===== config.mk =====
export PLATFORM = sky130hd
export DESIGN_NAME = avalon_pipelined_master
export DESIGN_NICKNAME = d
export VERILOG_FILES = /design/src/rtl/avalon_pipelined_master_pkg.sv /design/src/rtl/avalon_cmd_fifo.sv /design/src/rtl/avalon_pipelined_master.sv
export SDC_FILE = /design/constraint.sdc
export NUM_CORES = 1
export LEC_CHECK = 0
export CAP_MARGIN = 5
export CORE_ASPECT_RATIO = 1.5
export CORE_MARGIN = 5
export CORE_UTILIZATION = 30
export CTS_CLUSTER_DIAMETER = 80
export DETAILED_ROUTE_END_ITERATION = 16
export SYNTH_ARGS = -nofsm -noshare
export SYNTH_HDL_FRONTEND = slang
export SYNTH_SLANG_ARGS = --single-unit

===== constraint.sdc =====
create_clock -name clk -period 18.2 [get_ports clk]
set_clock_uncertainty 0.15 [all_clocks]
set_input_delay 3.64 -clock clk [delete_from_list [all_inputs] [get_ports clk]]
set_output_delay 3.64 -clock clk [all_outputs]
set_load 0.02 [all_outputs]

===== src/rtl/avalon_pipelined_master_pkg.sv =====
// Shared types for the pipelined Avalon-MM master: command payload and sizing helpers.
package avalon_pipelined_master_pkg;

    localparam int unsigned CMD_ADDR_W = 32;
    localparam int unsigned CMD_DATA_W = 32;
    localparam int unsigned CMD_BE_W   = CMD_DATA_W / 8;

    typedef struct packed {
        logic [CMD_ADDR_W-1:0] addr;
        logic [CMD_BE_W-1:0]   be;
        logic [CMD_DATA_W-1:0] wdata;
        logic                  is_write;
    } avalon_cmd_t;

    // Pointer width that still works for a single-entry FIFO.
    function automatic int unsigned ptr_width(input int unsigned depth);
        return (depth > 1) ? $clog2(depth) : 1;
    endfunction

endpackage


===== src/rtl/avalon_cmd_fifo.sv =====
// Synchronous command FIFO with registered full/empty; any depth >= 1.
module avalon_cmd_fifo
    import avalon_pipelined_master_pkg::*;
#(
    parameter int unsigned DEPTH = 2
) (
    input  logic        clk,
    input  logic        rst,
    input  logic        push_i,
    input  logic        pop_i,
    input  avalon_cmd_t din_i,
    output logic        full_o,
    output logic        empty_o,
    output avalon_cmd_t head_o
);

    localparam int unsigned PTR_W = ptr_width(DEPTH);
    localparam int unsigned CNT_W = $clog2(DEPTH + 1);

    logic [PTR_W-1:0] rd_ptr_q, rd_ptr_d;
    logic [PTR_W-1:0] wr_ptr_q, wr_ptr_d;
    logic [CNT_W-1:0] count_q, count_d;
    logic             full_q, full_d;
    logic             empty_q, empty_d;
    logic             push_ok, pop_ok;
    avalon_cmd_t      mem_q [DEPTH];

    function automatic logic [PTR_W-1:0] ptr_inc(input logic [PTR_W-1:0] p);
        return (p == PTR_W'(DEPTH - 1)) ? '0 : p + PTR_W'(1);
    endfunction

    assign push_ok = push_i & ~full_q;
    assign pop_ok  = pop_i & ~empty_q;

    always_comb begin
        rd_ptr_d = rd_ptr_q;
        wr_ptr_d = wr_ptr_q;
        count_d  = count_q;
        if (push_ok) wr_ptr_d = ptr_inc(wr_ptr_q);
        if (pop_ok)  rd_ptr_d = ptr_inc(rd_ptr_q);
        case ({push_ok, pop_ok})
            2'b10:   count_d = count_q + CNT_W'(1);
            2'b01:   count_d = count_q - CNT_W'(1);
            default: count_d = count_q;
        endcase
        full_d  = (count_d == CNT_W'(DEPTH));
        empty_d = (count_d == '0);
    end

    always_ff @(posedge clk) begin
        if (rst) begin
            rd_ptr_q <= '0;
            wr_ptr_q <= '0;
            count_q  <= '0;
            full_q   <= 1'b0;
            empty_q  <= 1'b1;
        end else begin
            rd_ptr_q <= rd_ptr_d;
            wr_ptr_q <= wr_ptr_d;
            count_q  <= count_d;
            full_q   <= full_d;
            empty_q  <= empty_d;
        end
    end

    // Storage is not reset: entries are only read once written.
    always_ff @(posedge clk) begin
        if (push_ok) mem_q[wr_ptr_q] <= din_i;
    end

    assign head_o  = mem_q[rd_ptr_q];
    assign full_o  = full_q;
    assign empty_o = empty_q;

endmodule


===== src/rtl/avalon_pipelined_master.sv =====
// Pipelined Avalon-MM master: command FIFO, bus command stage, read credit counter, response register.
module avalon_pipelined_master
    import avalon_pipelined_master_pkg::*;
#(
    parameter int unsigned ADDR_W          = CMD_ADDR_W,
    parameter int unsigned DATA_W          = CMD_DATA_W,
    parameter int unsigned CMD_DEPTH       = 2,
    parameter int unsigned MAX_OUTSTANDING = 4
) (
    input  logic                clk,
    input  logic                rst,
    input  logic                req_valid,
    output logic                req_ready,
    input  logic                req_re,
    input  logic                req_we,
    input  logic [ADDR_W-1:0]   req_addr,
    input  logic [DATA_W/8-1:0] req_be,
    input  logic [DATA_W-1:0]   req_wdata,
    output logic                rsp_valid,
    output logic [DATA_W-1:0]   rsp_data,
    output logic                busy,
    output logic                protocol_error,
    output logic [ADDR_W-1:0]   avm_address,
    output logic [DATA_W/8-1:0] avm_byteenable,
    output logic [DATA_W-1:0]   avm_writedata,
    output logic                avm_read,
    output logic                avm_write,
    input  logic                avm_waitrequest,
    input  logic [DATA_W-1:0]   avm_readdata,
    input  logic                avm_readdatavalid
);

    localparam int unsigned BE_W  = DATA_W / 8;
    localparam int unsigned CNT_W = $clog2(MAX_OUTSTANDING + 1);
    localparam int unsigned IFL_W = CNT_W + 1;

    avalon_cmd_t       req_cmd, fifo_head, src_cmd;
    logic              fifo_full, fifo_empty, fifo_push, fifo_pop;
    logic              req_fire, cmd_valid, cmd_done, stage_free;
    logic              src_valid, read_ok, load;
    logic [IFL_W-1:0]  in_flight;
    logic              cnt_inc, spurious;

    logic              avm_read_q, avm_read_d;
    logic              avm_write_q, avm_write_d;
    logic [ADDR_W-1:0] avm_address_q, avm_address_d;
    logic [BE_W-1:0]   avm_byteenable_q, avm_byteenable_d;
    logic [DATA_W-1:0] avm_writedata_q, avm_writedata_d;
    logic [CNT_W-1:0]  out_cnt_q, out_cnt_d;
    logic              rsp_valid_q, rsp_valid_d;
    logic [DATA_W-1:0] rsp_data_q, rsp_data_d;
    logic              perr_q, perr_d;

    always_comb begin
        req_cmd          = '0;
        req_cmd.addr     = CMD_ADDR_W'(req_addr);
        req_cmd.be       = CMD_BE_W'(req_be);
        req_cmd.wdata    = CMD_DATA_W'(req_wdata);
        req_cmd.is_write = req_we;
    end

    avalon_cmd_fifo #(
        .DEPTH (CMD_DEPTH)
    ) u_cmd_fifo (
        .clk     (clk),
        .rst     (rst),
        .push_i  (fifo_push),
        .pop_i   (fifo_pop),
        .din_i   (req_cmd),
        .full_o  (fifo_full),
        .empty_o (fifo_empty),
        .head_o  (fifo_head)
    );

    assign req_ready  = ~fifo_full;
    assign req_fire   = req_valid & ~fifo_full & (req_re | req_we);
    assign cmd_valid  = avm_read_q | avm_write_q;
    assign cmd_done   = cmd_valid & ~avm_waitrequest;
    assign stage_free = ~cmd_valid | ~avm_waitrequest;

    // An empty FIFO lets an incoming request bypass straight into the command stage.
    assign src_cmd   = fifo_empty ? req_cmd : fifo_head;
    assign src_valid = ~fifo_empty | req_fire;

    // A read returning this cycle frees its credit for the read being loaded.
    assign in_flight = IFL_W'(out_cnt_q) + IFL_W'(avm_read_q)
                     - IFL_W'(avm_readdatavalid && (out_cnt_q != '0));
    assign read_ok   = in_flight < IFL_W'(MAX_OUTSTANDING);
    assign load      = stage_free & src_valid & (src_cmd.is_write | read_ok);
    assign fifo_pop  = load & ~fifo_empty;
    assign fifo_push = req_fire & ~(load & fifo_empty);

    assign cnt_inc  = avm_read_q & ~avm_waitrequest;
    assign spurious = avm_readdatavalid & ~cnt_inc & (out_cnt_q == '0);

    always_comb begin
        avm_read_d       = avm_read_q;
        avm_write_d      = avm_write_q;
        avm_address_d    = avm_address_q;
        avm_byteenable_d = avm_byteenable_q;
        avm_writedata_d  = avm_writedata_q;
        if (load) begin
            avm_read_d       = ~src_cmd.is_write;
            avm_write_d      = src_cmd.is_write;
            avm_address_d    = ADDR_W'(src_cmd.addr);
            avm_byteenable_d = BE_W'(src_cmd.be);
            avm_writedata_d  = DATA_W'(src_cmd.wdata);
        end else if (cmd_done) begin
            avm_read_d  = 1'b0;
            avm_write_d = 1'b0;
        end
    end

    always_comb begin
        out_cnt_d = out_cnt_q;
        case ({cnt_inc, avm_readdatavalid})
            2'b10:   out_cnt_d = out_cnt_q + CNT_W'(1);
            2'b01:   out_cnt_d = (out_cnt_q != '0) ? out_cnt_q - CNT_W'(1) : out_cnt_q;
            default: out_cnt_d = out_cnt_q;
        endcase
        perr_d      = perr_q | spurious;
        rsp_valid_d = avm_readdatavalid;
        rsp_data_d  = avm_readdatavalid ? avm_readdata : '0;
    end

    always_ff @(posedge clk) begin
        if (rst) begin
            avm_read_q       <= 1'b0;
            avm_write_q      <= 1'b0;
            avm_address_q    <= '0;
            avm_byteenable_q <= '0;
            avm_writedata_q  <= '0;
            out_cnt_q        <= '0;
            rsp_valid_q      <= 1'b0;
            rsp_data_q       <= '0;
            perr_q           <= 1'b0;
        end else begin
            avm_read_q       <= avm_read_d;
            avm_write_q      <= avm_write_d;
            avm_address_q    <= avm_address_d;
            avm_byteenable_q <= avm_byteenable_d;
            avm_writedata_q  <= avm_writedata_d;
            out_cnt_q        <= out_cnt_d;
            rsp_valid_q      <= rsp_valid_d;
            rsp_data_q       <= rsp_data_d;
            perr_q           <= perr_d;
        end
    end

    assign busy           = ~fifo_empty | cmd_valid | (out_cnt_q != '0);
    assign avm_read       = avm_read_q;
    assign avm_write      = avm_write_q;
    assign avm_address    = avm_address_q;
    assign avm_byteenable = avm_byteenable_q;
    assign avm_writedata  = avm_writedata_q;
    assign rsp_valid      = rsp_valid_q;
    assign rsp_data       = rsp_data_q;
    assign protocol_error = perr_q;

endmodule


After elaboration in Yosys (flattened, before gate mapping)
Memory sizes are Yosys's and may differ from the RTL's. A register that Yosys moved wholly into a read port is not among the register bits.
Index checks and enable logic that the tools add are counted.
Word-level totals
  bits in registers: 113
  RAM bits: 138
  output and inout port bits: 106
  word-level logic and storage cells: 80
  memories: 1
Operators by class
  add/sub/neg operators: 8
  magnitude comparators: 1
  equality and inequality tests: 6
  multiplexer cells: 13
  bitwise operators: 29
  reduce and logical (&&, ||, !) cells: 8
Memory list
  u_cmd_fifo.mem_q: depth 2, width 69, rd ports 1, clocked after memory_dff 1, wr ports 1, RTL line avalon_cmd_fifo.sv:26  | avalon_cmd_t mem_q [DEPTH];
Operators by type and width (number)
  two-way mux 69 bit: 1
  AND 1 bit: 13
  two-way mux 1 bit: 9
  NOT 1 bit: 8
  OR 1 bit: 8
  equality test 2 bit, second input constant: 3
  case mux 3 bit (2 select lines): 1
  adder 3 x 1 -> 4 bit: 1
  equality test 2 x 1 -> 1 bit, second input constant: 2
  less-than comparator 4 x 3 -> 1 bit, second input constant: 1
  case mux 2 bit (2 select lines): 1
  nonzero test 2 bit: 2
  subtractor 4 x 1 -> 4 bit: 1
  adder 3 x 1 -> 3 bit, second input constant: 1
  zero test 3 bit: 1
  two-way mux 3 bit: 1
  nonzero test 3 bit: 1
  subtractor 3 x 1 -> 3 bit, second input constant: 1
  adder 1 bit, second input constant: 2
  adder 2 x 1 -> 2 bit, second input constant: 1
  zero test 2 bit: 1
  != test 2 bit, second input constant: 1
  AND reduction 2 bit: 1
  OR reduction 2 bit: 1
  other kinds (2): 2

Logic depth before layout (Yosys ltp)
  depth in word-level cells: 13
  depth in mapped cells: 15
  mapped depth without buffers: 14

Hierarchy
A second synthesis with hierarchy kept.
Unflattened totals
  cells, all modules: 741
  area, all modules: 10575.1 um2
Modules (own cells, without submodules)
  avalon_cmd_fifo: instances 1, cells each 246, area an instance 5303.8 um2, seq. area each 4284.1 um2
  avalon_pipelined_master: instances 1, cells each 495, area an instance 5271.3 um2, seq. area each 2142.1 um2

Worst setup path before layout
No wires, ideal clock.
  kind: input -> register
  start: in avm_readdatavalid
  end: mem u_cmd_fifo.mem_q[1][0] (netlist bit) (enable)
  library setup time: 0.496 ns
  arrival: 8.154 ns
  required time: 17.554 ns
  path slack: 9.400 ns
  stages: 9
  cells stage by stage: nor2b_1 ha_1 inv_1 ha_1 and3b_4 o211a_1 o311a_1 or2_2 nor2_1
On the way
  word-level cells in the longest chain between the ends: 11
Ends and longest elaborated chain
  start, declared: RTL line avalon_pipelined_master.sv:30  | input logic avm_readdatavalid
  logical AND 1 bit: RTL line avalon_pipelined_master.sv:87  | - IFL_W'(avm_readdatavalid && (out_cnt_q != '0));
  subtractor 4 x 1 -> 4 bit: RTL line avalon_pipelined_master.sv:87
  less-than comparator 4 x 3 -> 1 bit: RTL line avalon_pipelined_master.sv:88  | assign read_ok = in_flight < IFL_W'(MAX_OUTSTANDING);
  OR 1 bit: RTL line avalon_pipelined_master.sv:89  | assign load = stage_free & src_valid & (src_cmd.is_write | read_ok);
  AND 1 bit: RTL line avalon_pipelined_master.sv:89
  AND 1 bit: RTL line avalon_pipelined_master.sv:91  | assign fifo_push = req_fire & ~(load & fifo_empty);
  NOT 1 bit: RTL line avalon_pipelined_master.sv:91
  AND 1 bit: RTL line avalon_pipelined_master.sv:91
  AND 1 bit: RTL line avalon_cmd_fifo.sv:32  | assign push_ok = push_i & ~full_q;
  two-way mux 1 bit: RTL line avalon_cmd_fifo.sv:68  | if (push_ok) mem_q[wr_ptr_q] <= din_i;
  two-way mux 1 bit (implied by the code): RTL line avalon_cmd_fifo.sv:68
  end, declared: RTL line avalon_cmd_fifo.sv:26
Every way passes these cells.

Worst setup path after layout
  start: in avm_readdatavalid
  end: mem u_cmd_fifo.mem_q[1][17] (netlist bit) (enable)
Same word-level chain as after synthesis.

==> metrics.md <==
| Metric | Value |
|---|---|
| Worst Path Arrival | `7180 ps` |
| Worst Tran Pin Value | `slightly above 1000 ps` |
| Yosys cell types | `36` |
| Total number of vias | `6379` |
| Initial antenna violation count | `1` |
| Max Cap Viol | `0` |
| Startpoint Class | `input port` |
| WP data required | `18200 ps` |
| Placed Area | `11900 µm²` |
| GPL Wtd Cong | `0.722` |
| Full die area | `35400 µm²` |
| WP buf/inv | `3` |
| Post-CTS Hold Buffers | `0` |
| Global-route wire length before repair | `roughly 35000 µm` |
| Mapped Area | `9510 µm²` |
| Post-CTS Setup Bufs | `0` |
| IO Count | `213` |
| Fin. Hold Viols | `0` |
| Max VDD drop | `0.0797 mV` |
| CTS Buffer Depth | `3` |
| Yosys reg bits | `252` |
| Final slew viol count | `0` |
| CORE AREA | `31100 µm²` |
| Via density | `4.44` |
| Crit-path max FO | `50` |
| Crit path top cell by count | `ha_1` |
| Setup slack after placement | `10420 ps` |
| Clock Sinks | `252` |
| Setup ws final | `11030 ps` |
| Period utilisation layout | `39.4%` |
| H-tree levels | `1` |
| CP Class | `in2reg` |
| YS warnings | `0` |
| Drc violations | `0` |
| Clock slew at reported path FFs | `60 ps` |
| CP cell instances | `clkdlybuf4s50_1 > nor2b_1 > ha_1 > inv_1 > ha_1 > and3b_4 > o211a_1 > o311a_1 > or2_2 > nor2_4 > buf_4` |
| Final Util | `approximately two fifths` |
| Register area | `6430 µm²` |
| R2R cell count | `11` |
| DRT iter0 DRCs | `approximately 290` |
| Area occupied by multi-input gates | `approximately 2800 µm²` |
| Setup violators final | `0` |
| Cts bufs inserted | `26` |
| Tmin final | `a little over 7000 ps` |
| Top-area cell type share of the netlist area | `between 40% and 50%` |
| Number of global-route vias before repair | `6546` |
| Largest net degree at the start of global routing | `76` |
| Port Buf Inserts | `~210` |
| Hold Path Depth | `2` |
| Cells after synthesis | `814` |
| Fillers | `between 2000 and 3000` |
| Nets | `1124` |
| CTS tree | `yes` |
| Post-Route WL | `about 23000 µm` |
| Family with the most delay on the worst path | `buffers and inverters` |
| Share of cells above drive strength 1 | `between 6 and 7%` |
| Commonest non-fill, non-tap cell in the layout | `clkdlybuf4s50_1` |
| Status | `finished, final reports clean` |
| Top cells by area, synth | `edfxtp_1, dfxtp_1, nand2_1` |
| Pwr/cell area | `149 nW/µm²` |
| Worst R2R Start | `out_cnt_q[2]` |
| Pre-antenna DRT Iters | `4` |
| Antenna Nets Post-Route | `0` |
| Slowest cell on crit path | `buf_4` |
| Crit. End Element | `flip-flop` |
| Finished layout cell area | `12900 µm²` |
| Post-synthesis sequential area ratio | `67.6%` |
| RSZ-0062 raised after global routing | `no` |
| Most frequent cells in the layout | `clkdlybuf4s50_1, nand2_1, edfxtp_1` |
| Leakage power | `4.45 nW` |
| HPWL Detailed | `approximately 15000 µm` |
| DR WL/cell | `15.7 µm` |
| Hold path startpoint | `avm_address[1]` |
| Reg2reg setup slack | `13970 ps` |
| Clock insertion delay at the later pin of the skew report | `520 ps` |
| Initial core utilization | `30.5%` |
| Headroom to the max-slew limit | `31.1%` |
| Peak Freq | `0.139 GHz` |
| Root Driver | `clkbuf_16` |
| Synth-to-Final Area Change | `35.7%` |
| GRT Resource Usage Total | `12.4%` |
| Number of gates resized after CTS | `0` |
| Total negative slack | `0 ps` |
| Synth area leader | `edfxtp_1` |
| FF-to-FF End | `u_cmd_fifo.mem_q[1][17]` |
| Synthesized area per cell | `around 12 µm²` |
| Net Count, Synth | `926` |
| Hold Crit Endpoint | `avm_address[1]` |
| Max incr delay on CP | `690 ps` |
| Die W | `155 µm` |
| Die Ht | `228 µm` |
| Class of the worst hold path | `reg2reg` |
| Grt ovf | `0` |
| FP Rows | `~80` |
[worst min-delay path: cells and delay by family, from the launching register on]
kind / cells / cell delay (ps)
AOI/OAI and AO/OA: 1 / 50
DFF: 1 / 310
and+or+nand+nor: 1 / 50
[state kept, by name (all words and copies together) (netlist names), 2 cells and up, named ones only]
name                flops
u_cmd_fifo.mem_q      138
avm_byteenable          4
avm_writedata          32
rsp_data               32
u_cmd_fifo.count_q      2
avm_address            32
out_cnt_q               3
[synth_stat cells, drive strengths merged]
cell    instances
nor2b           2
nor3            2
buf            21
or3b            1
nand2         209
xnor2           4
o311a           2
xor2            1
ha              4
and3b           1
or2             3
nand3           1
fa              1
mux2i          69
a31o            1
clkbuf         29
nand2b          2
a211oi          1
nor2           11
o311ai          1
a21oi          74
and2           34
or3             3
nor4            1
dfxtp         114
o211a           1
edfxtp        138
inv             7
a31oi           1
o21ai          75
[per-stage QoR]
step	hold WS (ps)	power (W)	std cells
global route	322	0.00203	1438
global placement	294	0.00136	1389
floorplan	299	0.00114	814
detailed placement	296	0.00137	1389
finish	303	0.00192	1438
CTS	305	0.00195	1437
[where the power goes]
group          switching (W)  internal (W)
clock               0.000221      0.000357
sequential         0.0000598      0.000725
combinational       0.000329      0.000227
[cell type report]
class	instances	area share [%]
clock buffer	32	5.62
clock inverter	16	1.76
timing repair buffer	220	16.9
inverter	7	0.213
antenna	1	0.0194
tap	405	3.93
sequential	252	49.9
multi-input combinational	505	21.7
[worst max-delay path by stage]
stage | startpoint | end | slack [ps] | cells past startpoint
2_1_floorplan | avm_readdatavalid | u_cmd_fifo.mem_q[1][0] | 9400 | 9
3_3_place_gp | avm_readdatavalid | u_cmd_fifo.mem_q[1][11] | 10440 | 11
3_5_place_dp | avm_readdatavalid | u_cmd_fifo.mem_q[1][14] | 10420 | 11
4_1_cts | avm_readdatavalid | u_cmd_fifo.mem_q[1][14] | 10990 | 11
5_1_grt | avm_readdatavalid | u_cmd_fifo.mem_q[1][5] | 10790 | 11
6_report | avm_readdatavalid | u_cmd_fifo.mem_q[1][17] | 11030 | 11
[kinds of logic (layout without fill, tap and decap cells)]
| group | count (synthesis) | count (layout) | synth area share, % |
|---|---|---|---|
| adders and majority gates | 5 | 5 | 0.737 |
| xor gates and xnor gates | 5 | 5 | 0.461 |
| and+or+nand+nor | 270 | 270 | 12.2 |
| AOI/OAI and AO/OA | 156 | 156 | 8.77 |
| other | 0 | 1 | 0 |
| muxes | 69 | 69 | 7.27 |
| buffers and inverters | 57 | 275 | 2.99 |
| DFF | 252 | 252 | 67.6 |
[per-layer routing]
layer / vias up / wire length [µm] / track usage [%]
met3: 32 / 1220 / 2.65
li1: 3216 / - / -
met1: 2996 / 8700 / 13.6
met2: 135 / 12000 / 23.0
met4: 0 / 612 / 4.65
met5: - / 0 / 0
Power figures use the tool's default switching activity.
